`src/rtl/fetch_decode_ctrl.sv`:
```
// Multi-cycle fetch/decode sequencer for an RV32I subset (ADDI/ADD/BEQ/BNE).
// Three cycles per instruction: FETCH -> DECODE -> EXEC; HALT is absorbing.
module fetch_decode_ctrl #(
    parameter int DATA_WIDTH          = 32,
    parameter int REG_FILE_ADDR_WIDTH = 5,
    parameter int PC_WIDTH            = 32,
    parameter logic [PC_WIDTH-1:0] RESET_PC = '0
) (
    input  logic                           clk,
    input  logic                           rst_n,
    input  logic                           run,
    output logic [PC_WIDTH-1:0]            instr_addr,
    input  logic [31:0]                    instr_data,
    input  logic                           EQ,
    output logic [REG_FILE_ADDR_WIDTH-1:0] AD1,
    output logic [REG_FILE_ADDR_WIDTH-1:0] AD2,
    output logic [REG_FILE_ADDR_WIDTH-1:0] AD3,
    output logic                           WE3,
    output logic                           ALUsrc,
    output logic                           ALUctrl,
    output logic [DATA_WIDTH-1:0]          ImmOp,
    output logic [PC_WIDTH-1:0]            pc,
    output logic                           retire,
    output logic                           halted
);

    typedef enum logic [1:0] {
        S_FETCH,
        S_DECODE,
        S_EXEC,
        S_HALT
    } state_t;

    state_t                r_state;
    state_t                w_next;
    logic [PC_WIDTH-1:0]   r_pc;
    logic [PC_WIDTH-1:0]   w_pc_next;
    logic [PC_WIDTH-1:0]   w_target;
    logic [PC_WIDTH-1:0]   w_br_off;
    logic [31:0]           r_ir;
    logic                  r_halted;
    logic                  w_halted_next;
    logic                  w_ir_load;
    logic                  w_is_addi;
    logic                  w_is_add;
    logic                  w_is_beq;
    logic                  w_is_bne;
    logic                  w_is_br;
    logic                  w_taken;
    logic                  w_rd_nz;
    logic [DATA_WIDTH-1:0] w_imm_i;
    logic [DATA_WIDTH-1:0] w_imm_b;

    function automatic logic f_legal(input logic [31:0] w);
        logic ok;
        ok = 1'b0;
        if (w[6:0] == 7'b0010011 && w[14:12] == 3'b000)
            ok = 1'b1;
        if (w[6:0] == 7'b0110011 && w[14:12] == 3'b000 && w[31:25] == 7'b0)
            ok = 1'b1;
        if (w[6:0] == 7'b1100011 && w[14:13] == 2'b00)
            ok = 1'b1;
        return ok;
    endfunction

    assign w_is_addi = (r_ir[6:0] == 7'b0010011) && (r_ir[14:12] == 3'b000);
    assign w_is_add  = (r_ir[6:0] == 7'b0110011) && (r_ir[14:12] == 3'b000)
                     && (r_ir[31:25] == 7'b0);
    assign w_is_beq  = (r_ir[6:0] == 7'b1100011) && (r_ir[14:12] == 3'b000);
    assign w_is_bne  = (r_ir[6:0] == 7'b1100011) && (r_ir[14:12] == 3'b001);
    assign w_is_br   = w_is_beq | w_is_bne;
    assign w_rd_nz   = (r_ir[11:7] != 5'd0);

    assign w_imm_i  = {{(DATA_WIDTH-12){r_ir[31]}}, r_ir[31:20]};
    assign w_imm_b  = {{(DATA_WIDTH-13){r_ir[31]}}, r_ir[31], r_ir[7],
                       r_ir[30:25], r_ir[11:8], 1'b0};
    assign w_br_off = {{(PC_WIDTH-13){r_ir[31]}}, r_ir[31], r_ir[7],
                       r_ir[30:25], r_ir[11:8], 1'b0};

    assign w_taken  = (w_is_beq & EQ) | (w_is_bne & ~EQ);
    assign w_target = w_taken ? (r_pc + w_br_off) : (r_pc + PC_WIDTH'(4));

    assign instr_addr = r_pc;
    assign pc         = r_pc;
    assign halted     = r_halted;
    assign AD1        = REG_FILE_ADDR_WIDTH'(r_ir[19:15]);
    assign AD2        = REG_FILE_ADDR_WIDTH'(r_ir[24:20]);
    assign AD3        = w_is_br ? '0 : REG_FILE_ADDR_WIDTH'(r_ir[11:7]);

    always_comb begin
        w_next        = r_state;
        w_pc_next     = r_pc;
        w_halted_next = r_halted;
        w_ir_load     = 1'b0;
        WE3           = 1'b0;
        ALUsrc        = 1'b0;
        ALUctrl       = 1'b0;
        ImmOp         = '0;
        retire        = 1'b0;
        unique case (r_state)
            S_FETCH: begin
                if (run)
                    w_next = S_DECODE;
            end
            S_DECODE: begin
                w_ir_load = 1'b1;
                if (f_legal(instr_data)) begin
                    w_next = S_EXEC;
                end else begin
                    w_next        = S_HALT;
                    w_halted_next = 1'b1;
                end
            end
            S_EXEC: begin
                // a reset landing on EXEC abandons the instruction: no write
                if (w_is_addi) begin
                    ALUsrc = 1'b1;
                    ImmOp  = w_imm_i;
                    WE3    = w_rd_nz & rst_n;
                end else if (w_is_add) begin
                    WE3 = w_rd_nz & rst_n;
                end else begin
                    ALUctrl = 1'b1;
                    ImmOp   = w_imm_b;
                end
                if (w_target[1]) begin
                    w_next        = S_HALT;
                    w_halted_next = 1'b1;
                end else begin
                    w_next    = S_FETCH;
                    w_pc_next = w_target;
                    retire    = rst_n;
                end
            end
            S_HALT: begin
            end
            default: begin
            end
        endcase
    end

    always_ff @(posedge clk) begin
        if (!rst_n) begin
            r_state  <= S_FETCH;
            r_pc     <= RESET_PC;
            r_ir     <= '0;
            r_halted <= 1'b0;
        end else begin
            r_state  <= w_next;
            r_pc     <= w_pc_next;
            r_halted <= w_halted_next;
            if (w_ir_load)
                r_ir <= instr_data;
        end
    end

endmodule

```
`config.mk`:
```
export PLATFORM = sky130hd
export DESIGN_NAME = fetch_decode_ctrl
export DESIGN_NICKNAME = d
export VERILOG_FILES = /design/src/rtl/fetch_decode_ctrl.sv
export SDC_FILE = /design/constraint.sdc
export NUM_CORES = 1
export LEC_CHECK = 0
export BUFFER_PORTS_ARGS = -buffer_cell sky130_fd_sc_hd__buf_2
export CAP_MARGIN = 0
export CORE_MARGIN = 4
export CORE_UTILIZATION = 25
export CTS_CLUSTER_DIAMETER = 150
export DETAILED_ROUTE_END_ITERATION = 8
export GPL_ROUTABILITY_DRIVEN = 1
export GPL_TIMING_DRIVEN = 0
export PLACE_DENSITY = 0.47
export SLEW_MARGIN = 20
export SYNTH_ARGS = -nofsm -noshare
export SYNTH_HDL_FRONTEND = slang
export SYNTH_SLANG_ARGS = --single-unit
```
`constraint.sdc`:
```
create_clock -name clk -period 6.7 [get_ports clk]
set_clock_uncertainty 0.2 [all_clocks]
set_input_delay 1.34 -clock clk [delete_from_list [all_inputs] [get_ports clk]]
set_output_delay 1.34 -clock clk [all_outputs]
set_load 0.005 [all_outputs]
```
After elaboration in Yosys (flattened, before gate mapping)
Cells that the tools add are included.
- equal/unequal tests: 12
- bitwise logic cells: 7
- $add $sub $neg: 2
- muxes and demuxes: 27
- reduce and logical (&&, ||, !) cells: 21
- operators by type and width (operator ; number):
    $mux 32 ; 4
    $add 32x3->32 const B ; 1
    $add 32x32->32 ; 1
    $mux 1 ; 18
    $eq 7x5->1 const B ; 2
    $eq 7x6->1 const B ; 2
    $eq 7x7->1 const B ; 2
    $logic_not 7->1 ; 2
    $logic_and 1x1->1 ; 9
    $logic_not 3->1 ; 2
    $ne 2x2->1 const B ; 3
    $pmux 2 s3 ; 1
    $mux 5 ; 1
    $reduce_bool 5->1 ; 1
    $logic_not 2->1 ; 2
    $mux 2 ; 2
    $reduce_and 2->1 ; 2
    $and 1x1->1 ; 3
    $eq 3x1->1 const B ; 1
    $reduce_and 3->1 ; 1
    $reduce_bool 3->1 ; 1
    $eq 2x1->1 const B ; 1
    $eq 2x2->1 const B ; 1
    $not 1->1 ; 2
    3 further kinds ; 4
- input port bits: 36
- flip-flop bits (word level): 66
- output and inout bits: 116
- word-level logic and storage cells: 73

Logic depth before layout (Yosys ltp)
- depth after elaboration: 8
- depth in mapped cells: 14
- mapped depth without buffers: 13

Least setup slack after synthesis
OpenSTA, ideal clock, no wires.
- path kind: input to register
- start point: in EQ
- end point: reg r_pc[24] (netlist: instr_addr[24])
- slack: 2.282 ns
- required time: 6.428 ns
- arrival: 4.146 ns
- path buffers: 1
- library setup time: 0.072 ns
- stages: 14
- cell sequence: xnor2_1 > nor4_4 > clkbuf_1 > nand2b_1 > ha_1 > inv_1 > fa_1 > nand2b_1 > a21oi_1 > o2111ai_1 > a22oi_4 > or3b_1 > a21oi_2 > mux2i_1
- longest elaborated chain between the ends: 6
- elaborated cells on any way between the ends: 7
- classes of those cells: mux (1); bitwise (5); reduce/logical (1)
- RTL lines (element ; RTL line ; source):
    start, declared ; 14 ; input logic EQ,
    $not 1->1 ; 80 ; assign w_taken = (w_is_beq & EQ) | (w_is_bne & ~EQ);
    $and 1x1->1 ; 80 ;
    $or 1x1->1 (*) ; 80 ;
    $mux 32 (*) ; 81 ; assign w_target = w_taken ? (r_pc + w_br_off) : (r_pc + PC_WIDTH'(4));
    $not 1->1 (no source line) ; - ;
    $reduce_and 2->1 (no source line) ; - ;
    end signal, assigned ; 150 ; r_pc <= w_pc_next;
    end, declared ; 36 ; logic [PC_WIDTH-1:0] r_pc;
Every way passes the cells marked *; elsewhere a longest branch is shown, timed or not.
A chain may end at the register's enable or synchronous reset.

Worst setup path in the final report
Same ends and word-level chain as after synthesis.

==> results.cfg <==
[setup_path]
reg2reg_depth = 12
critical_path.reg2reg.endpoint = instr_addr[24]$_SDFFE_PN0P_
r2r-start = r_ir[14]$_SDFFE_PN0P_
worst_path_most_repeated_cell = nand2b_1
cp_data_arrival_time_ns = 4.86
worstPathCellList = buf_2, xnor2_1, nor4_4, clkbuf_1, nand2b_1, ha_1, inv_1, fa_1, nand2b_1, a21oi_1, o2111ai_1, a22oi_4, or3b_1, a21oi_2, mux2i_1
end_kind = flop
max_stage_delay_ns = 0.44
path_max_fanout = 10
required_ns = 6.77
worst_path_max_delay_cell = xnor2_1
critical_path_class = in -> reg
setup.worst_path.start_class = input pin
ff2ff_setup_slack_ns = 2.59

[sta]
final.setup.worst_slack_ns = 1.91
setup_violations = 0
worstMarginPinSlew_ns = 0.803
maxSlewViolCount = 0
post-route-period-util_pct = 71.5
fmax_ghz = 0.209
rsz0062_at_grt = false
hold_slack_ns = 0.291
finalHoldViolCount = 0
fin_setup_tns_ns = 0
slew_headroom_pct = 46.0
fin_crit_ns = 4.79

[clocking]
cts_root_buf = clkbuf_16
ctsResizeCount = 0
post_cts_buffers = 0
clk_path_buf_depth = 2
clk_pin_slew_ns = 0.05
cts_tree = built
cts.sinks = 65
cts_buffers = 9
hold_buffers = 0
h-tree-depth = 3
worstSkewPairLatency_ns = 0.35

[logic_synthesis]
ys.flop_type = dfxtp_1
synth_cell_type_count = 74
yosysWarningCount = 0
avgSynthCellArea_um2 = 8.05
syn_area_um2 = 4780
synth_cells = 593
ys_async_sr_fraction_pct = 0
synth_seq_area_share_pct = 27.2
synth_edf_count = 0
ys_ff_latch = 65

[global_route]
grt_overflow = 0
grt_pass1_vias = 4556
antenna_found_initial = 1
grt_max_degree = 21
grtUsageTotal_pct = 14.7
grt_pass1_wl_mm = 25.3

[routing]
avgViaCountPerCell = 4.66
drtAntennaViolNets = 0
routed_wl_mm = 15.6
met1_length_mm = 7.12
routedWlPerCell_um = 15.7
wl_met2_mm = 7.15
dr.pass1.iters = 4
drtIter0Drc = 259
highest_layer = met5
drc_errors = 0
vias = 4630
dr_wl_met3_mm = 1.10

[outcome]
status = finished clean

[job]
max-cap-violations = 0

[place]
gp_congestion = 0.888
dp_hpwl_mm = 12.0
port_buffers = 147
dp_cells = 977
place_area_um2 = 5820
pre_cts_slack_ns = 1.66

[floorplan]
initial_core_util_pct = 25.4
die_h_um = 146
dieArea_um2 = 21400
core_area_um2 = 18800
chipWidth_um = 146
rows = 50
io_pins = 152

[pwr]
irDropWorstVdd_v = 0.000117
power_density_nw_per_um2 = 181
p_leak_nw = 2.98
finalPower_mw = 1.11

[cells_and_area]
layout_commonest_cell = buf_2
layoutNonFillerInstCount = 993
finalCoreUtilization_pct = 32.8
diodes = 0
layout_common_cells = 151 x buf_2, 65 x dfxtp_1, 63 x buf_4
layout-drive-gt1-share_pct = 33.2
final_nets = 805
stdcell_area_um2 = 6150
area_growth_pct = 28.8

[hold_path]
hold_depth = 2
hp-start = halted$_SDFFE_PN0P_
hold_end = halted$_SDFFE_PN0P_
hp-class = reg -> reg
-- worst max path at each step --
stage | start | endpoint | slack [ns] | cells after the start
after floorplan | EQ | instr_addr[24]$_SDFFE_PN0P_ | 2.28 | 14
after global placement | EQ | instr_addr[24]$_SDFFE_PN0P_ | 1.64 | 15
after detailed placement | EQ | instr_addr[24]$_SDFFE_PN0P_ | 1.66 | 15
after CTS | EQ | retire | 1.80 | 6
after global routing | EQ | instr_addr[24]$_SDFFE_PN0P_ | 1.58 | 15
final | EQ | instr_addr[24]$_SDFFE_PN0P_ | 1.91 | 15
-- layer usage --
metal / vias to the layer above / GRT usage [%]
li1: 2380 / -
met1: 2082 / 19.2
met2: 149 / 23.7
met3: 17 / 4.16
met4: 2 / 4.00
met5: - / 0
-- layout make-up --
type                       count  area, um^2
fill                        2041       12600
timing repair buffer         147         736
tap                          234         293
inverter                      12        45.0
multi-input combinational    426        2870
sequential                    65        1300
clock buffer                  11         253
clock inverter                 5        63.8
buffer                        93         591
-- flip-flops by register name, indices dropped and copies added (netlist names) --
| signal | cells |
|---|---|
| r_state | 2 |
| halted | 1 |
| instr_addr | 30 |
| r_ir | 32 |
-- synth_stat cells, types with 3 or more instances --
| cell type | n | area (um^2) |
|---|---|---|
| buf_2 | 4 | 20.0 |
| a22oi_1 | 3 | 22.5 |
| dfxtp_1 | 65 | 1300 |
| xor2_1 | 3 | 26.3 |
| nand4_1 | 8 | 50.1 |
| a31oi_1 | 5 | 31.3 |
| a211oi_1 | 4 | 30.0 |
| or4_1 | 4 | 30.0 |
| nand3_1 | 22 | 110 |
| nor3_1 | 14 | 70.1 |
| buf_4 | 63 | 473 |
| o211ai_1 | 4 | 30.0 |
| nor4_1 | 7 | 43.8 |
| or3_1 | 12 | 75.1 |
| clkbuf_1 | 26 | 97.6 |
| o21ai_0 | 12 | 60.1 |
| o41ai_1 | 3 | 26.3 |
| nand2_1 | 40 | 150 |
| a21oi_1 | 25 | 125 |
| xnor2_1 | 4 | 35.0 |
| o21a_1 | 7 | 52.6 |
| and3_1 | 11 | 68.8 |
| and4_1 | 3 | 26.3 |
| and2_1 | 27 | 169 |
| a21o_1 | 5 | 37.5 |
| mux2i_1 | 44 | 440 |
| inv_1 | 11 | 41.3 |
| nand2b_1 | 19 | 119 |
| a22o_1 | 5 | 43.8 |
| ha_1 | 14 | 175 |
| or2_2 | 5 | 31.3 |
| nor2_1 | 62 | 233 |
-- power breakdown --
group | internal, mW | total, mW | switching (mW)
Clock | 0.310 | 0.499 | 0.189
Combinational | 0.0834 | 0.173 | 0.0899
Sequential | 0.412 | 0.439 | 0.0273
Total | 0.806 | 1.11 | 0.306
-- cell families (layout without fill, tap and decap cells) --
kind of cell             after synthesis  in the layout  share of synthesized area (%)
adder cells (fa/ha/maj)               15             15                           4.09
AO/OA/AOI/OAI                        103            103                           16.0
other                                  1              4                         0.0785
flip-flops                            65             65                           27.2
buffers and inverters                105            268                           13.3
multiplexers                          44             44                           9.22
XOR/XNOR                               7              7                           1.28
AND/OR/NAND/NOR                      253            253                           28.7
-- worst max-delay path: cells and delay by family --
kind	cells	cell delay, ns
buffers and inverters	3	0.37
muxes	1	0.19
xor gates and xnor gates	1	0.44
and+or+nand+nor	4	0.81
AOI/OAI and AO/OA	4	1.17
adders and majority gates	2	0.54
No activity file was read; power rests on OpenSTA's default activity.
